## src/rtl/mac_ctrl_pkg.sv

```systemverilog
// Shared types and default constants for the MAC sequencing controller.
package mac_ctrl_pkg;

  localparam int unsigned WIDTH_CNT_DEF = 5;
  localparam int unsigned PIPE_LAT_DEF  = 2;
  localparam int unsigned DRAIN_W       = 3;

  typedef enum logic [2:0] {
    IDLE  = 3'd0,
    CLEAR = 3'd1,
    RUN   = 3'd2,
    DRAIN = 3'd3,
    DONE  = 3'd4
  } state_t;

endpackage

```

## src/rtl/mac_seq_ctrl_cnt.sv

```systemverilog
// Up-counter with synchronous clear; clear has priority over enable.
module mac_seq_ctrl_cnt #(
  parameter int unsigned WIDTH = 5
) (
  input  logic             clk,
  input  logic             cnt_rst_i,
  input  logic             cnt_en_i,
  output logic [WIDTH-1:0] cnt_o
);

  always_ff @(posedge clk) begin
    if (cnt_rst_i) begin
      cnt_o <= '0;
    end else if (cnt_en_i) begin
      cnt_o <= cnt_o + WIDTH'(1);
    end
  end

endmodule

```

## src/rtl/mac_seq_ctrl.sv

```systemverilog
// Sequences one MAC job: clear accumulator, issue len operations, drain the pipe, pulse done.
module mac_seq_ctrl
  import mac_ctrl_pkg::*;
#(
  parameter int unsigned WIDTH_CNT = WIDTH_CNT_DEF,
  parameter int unsigned PIPE_LAT  = PIPE_LAT_DEF
) (
  input  logic                 clk,
  input  logic                 rst_n_i,
  input  logic                 start_i,
  input  logic [WIDTH_CNT-1:0] len_i,
  input  logic                 stall_i,
  output logic                 busy_o,
  output logic                 acc_clr_o,
  output logic                 acc_en_o,
  output logic [WIDTH_CNT-1:0] addr_o,
  output logic                 done_o
);

  state_t               state;
  logic [WIDTH_CNT-1:0] len_q;
  logic [DRAIN_W-1:0]   drain_cnt;
  logic [WIDTH_CNT-1:0] op_cnt;
  logic                 busy_q;
  logic                 clr_q;
  logic                 done_q;
  logic                 last_issue;

  mac_seq_ctrl_cnt #(
    .WIDTH (WIDTH_CNT)
  ) u_op_cnt (
    .clk       (clk),
    .cnt_rst_i (~rst_n_i | (state == CLEAR)),
    .cnt_en_i  (acc_en_o),
    .cnt_o     (op_cnt)
  );

  // Issue follows operand availability directly so a stall costs exactly one cycle.
  assign acc_en_o   = (state == RUN) & ~stall_i;
  assign addr_o     = (state == RUN) ? op_cnt : '0;
  assign last_issue = acc_en_o && (op_cnt == len_q - WIDTH_CNT'(1));

  assign busy_o    = busy_q;
  assign acc_clr_o = clr_q;
  assign done_o    = done_q;

  always_ff @(posedge clk) begin
    if (!rst_n_i) begin
      state     <= IDLE;
      len_q     <= '0;
      drain_cnt <= '0;
      busy_q    <= 1'b0;
      clr_q     <= 1'b0;
      done_q    <= 1'b0;
    end else begin
      clr_q  <= 1'b0;
      done_q <= 1'b0;
      case (state)
        IDLE: begin
          if (start_i) begin
            len_q  <= len_i;
            state  <= CLEAR;
            busy_q <= 1'b1;
            clr_q  <= 1'b1;
          end
        end
        CLEAR: begin
          if (len_q == '0) begin
            state  <= DONE;
            done_q <= 1'b1;
          end else begin
            state <= RUN;
          end
        end
        RUN: begin
          if (last_issue) begin
            state     <= DRAIN;
            drain_cnt <= '0;
          end
        end
        DRAIN: begin
          if (drain_cnt == DRAIN_W'(PIPE_LAT - 1)) begin
            state  <= DONE;
            done_q <= 1'b1;
          end else begin
            drain_cnt <= drain_cnt + DRAIN_W'(1);
          end
        end
        DONE: begin
          state  <= IDLE;
          busy_q <= 1'b0;
        end
        default: begin
          state  <= IDLE;
          busy_q <= 1'b0;
        end
      endcase
    end
  end

endmodule

```

## config.mk

```make
export PLATFORM = sky130hd
export DESIGN_NAME = mac_seq_ctrl
export DESIGN_NICKNAME = d
export VERILOG_FILES = /design/src/rtl/mac_ctrl_pkg.sv /design/src/rtl/mac_seq_ctrl_cnt.sv /design/src/rtl/mac_seq_ctrl.sv
export SDC_FILE = /design/constraint.sdc
export NUM_CORES = 1
export LEC_CHECK = 0
export ABC_AREA = 1
export CAP_MARGIN = 20
export CORE_ASPECT_RATIO = 0.75
export CORE_MARGIN = 2
export CORE_UTILIZATION = 39
export DETAILED_ROUTE_END_ITERATION = 16
export HOLD_SLACK_MARGIN = 0.02
export PLACE_DENSITY = 0.73
export SYNTH_ARGS = -nofsm -noshare
export SYNTH_HDL_FRONTEND = slang
export SYNTH_SLANG_ARGS = --single-unit
```

## constraint.sdc

```tcl
create_clock -name clk -period 1.4 [get_ports clk]
set_input_delay 0.35 -clock clk [delete_from_list [all_inputs] [get_ports clk]]
set_output_delay 0.35 -clock clk [all_outputs]
set_load 0.05 [all_outputs]
```

==> impl_metrics.toml <==
[sta]
rsz0062_at_grt = "true"
clock_skew_ps = 7.11
finalCriticalPeriod_ps = 1610
setup-violations-final = 12
hold_slack_ps = 504
max_slew_margin_pct = 74.8
hold_violations = 0
finalCritPeriodShare_pct = 115
maxSlewViolCount = 0
setup_ws_ps = -206
tightest_slew_ps = 375
max_freq_ghz = 0.623

[floorplan]
die_area_um2 = 3170
core_area_um2 = 2600
rows = 16
initial_utilization_pct = 40.9
ios = 18
die_h_um = 49.3
die_w_um = 64.3

[worst_setup_path]
cp-end-kind = "output port"
arrival_ps = 1260
crit_fanout = 7
critPathRequiredTime_ps = 1050
crit_path_start_kind = "flop"
crit_type = "reg -> out"

[placed_design]
gp_congestion = 0.838
dpl_cell_area_um2 = 1430
port_buffers = 17
placedCellCount = 204
dp_slack_ps = -268
hpwlAfterDp_um = 1910

[route]
drc_errors = 0
dr.pass1.iters = 4
drt-total-wl_um = 2590
vias = 1028
vias_per_cell = 4.87
post_drt_wl_per_cell_um = 12.3
final_antenna_net_count = 0
drt_iter0_markers = 59

[synthesis]
syn-cell-area_um2 = 1060
ys_warn_count = 0
syn_area_per_cell_um2 = 7.24
post_synth_inst_count = 147
synth_cell_types = 29
ys_ff_latch = 19
synth.net_count = 160
seq_area_frac_synth_pct = 35.7

[grt]
grt_overflow = 0
grt_max_degree = 12
antenna_found_initial = 0
grt_pass1_vias = 989
grt_pass1_wl_um = 4240
grt_usage_pct = 16.8

[cells_and_area]
final_common_cell = "nand2_1"
final_cell_mix = "nand2_1 (27), inv_1 (20), dfxtp_1 (15), a21oi_1 (12), buf_12 (10)"
nFillCells = 227
layout.cells.non_filler = 211
fin_area_um2 = 1570
area_growth_pct = 47.0
drive_above_1_share_pct = 32.0
diodes = 0
nNetsFinal = 189

[cts]
clock_sinks = 19
hold_buffers = 0
cts-root-buf = "clkbuf_4"
path_clk_slew_ps = 110
cts_buffers = 3
clockBufferDepth = 2
cts_tree = "built"
h-tree-depth = 1
clock_latency_ps = 310

[flow_run]
cap_violations = 0

[power_and_ir_drop]
p_per_area_nw_per_um2 = 1610
finalPower_mw = 2.52
peakVddDrop_uv = 711
leakagePower_nw = 0.653

[status]
status = "finished, violations left"
violations = "negative setup slack"

[min_path]
hold_class = "reg -> reg"
final cells by class:
type | count | area, um^2 | share of cell area [%]
Sequential cell | 19 | 388 | 24.8
Tap cell | 36 | 45.0 | 2.88
Clock inverter | 1 | 5.00 | 0.320
Inverter | 24 | 90.1 | 5.76
Timing Repair Buffer | 26 | 340 | 21.7
Multi-Input combinational cell | 102 | 674 | 43.1
Clock buffer | 3 | 22.5 | 1.44
cell usage after synthesis, drive strengths merged:
cell | count | area share [%]
nor3 | 4 | 1.9
o21bai | 1 | 0.71
or2 | 1 | 0.59
ha | 4 | 4.7
o21a | 2 | 1.4
a31oi | 1 | 0.59
nand3 | 8 | 4.9
buf | 2 | 1.2
o2111ai | 1 | 0.82
a211oi | 1 | 0.71
nand2b | 1 | 0.59
a21oi | 13 | 6.5
xnor2 | 2 | 1.6
nor2 | 18 | 9.3
inv | 24 | 8.5
o21ai | 8 | 3.8
nand4 | 3 | 1.8
dfxtp | 19 | 36
nand2 | 34 | 15
state kept, by name, summed over array words and instances, names as in the netlist:
signal          count
acc_clr_o           1
busy_o              1
done_o              1
drain_cnt           3
len_q               5
state               3
u_op_cnt.cnt_o      5
report_power, final:
group          switching, mW  internal (mW)
registers              0.129          0.667
logic                  0.854          0.579
clock network          0.180          0.107
worst paths after layout:
kind              startpoint  cells past startpoint  slack, ps            to
setup / recovery    state[0]                      4       -210     addr_o[3]
hold / removal      len_q[1]                      2        500      len_q[1]
setup reg to reg    len_q[1]                     12       -150  drain_cnt[0]
hold reg to reg     len_q[1]                      2        500      len_q[1]
per-stage QoR:
stage / setup TNS (ps) / utilization [%]
after CTS: -2050 / 59.0
after global placement: -1730 / 55.0
after detailed placement: -2030 / 55.0
after floorplan: -998 / -
after global routing: -3560 / 60.1
final: -1900 / 60.1
metal layers:
metal | share of wire (%) | global-route usage (%)
met1 | 47 | 22.1
met2 | 47 | 27.8
met3 | 5.6 | 4.62
met4 | 0 | 3.19
met5 | 0 | 0
worst max-delay path, stage by stage, from the launching register on:
cell and delay, ps:
dfxtp_2 360, nor2_4 170, nand2_8 120, nor2_4 140, buf_12 140
what timing repair did:
| action | in CTS | in global routing |
|---|---|---|
| pin swaps | 3 | 2 |
| setup endpoints to repair | 11 | 22 |
| setup buffers | 2 | 1 |
| gates resized for setup | 16 | 6 |
logic make-up (layout without fill, tap and decap cells):
logic type / count (synthesis) / after routing / share of synthesized area (%)
adder cells (fa/ha/maj): 4 / 4 / 4.70
XOR/XNOR: 2 / 2 / 1.65
buffers and inverters: 26 / 54 / 9.63
AND/OR/NAND/NOR: 69 / 69 / 33.8
AO/OA/AOI/OAI: 27 / 27 / 14.5
flip-flops: 19 / 19 / 35.7
No activity file was read; power rests on OpenSTA's default activity.
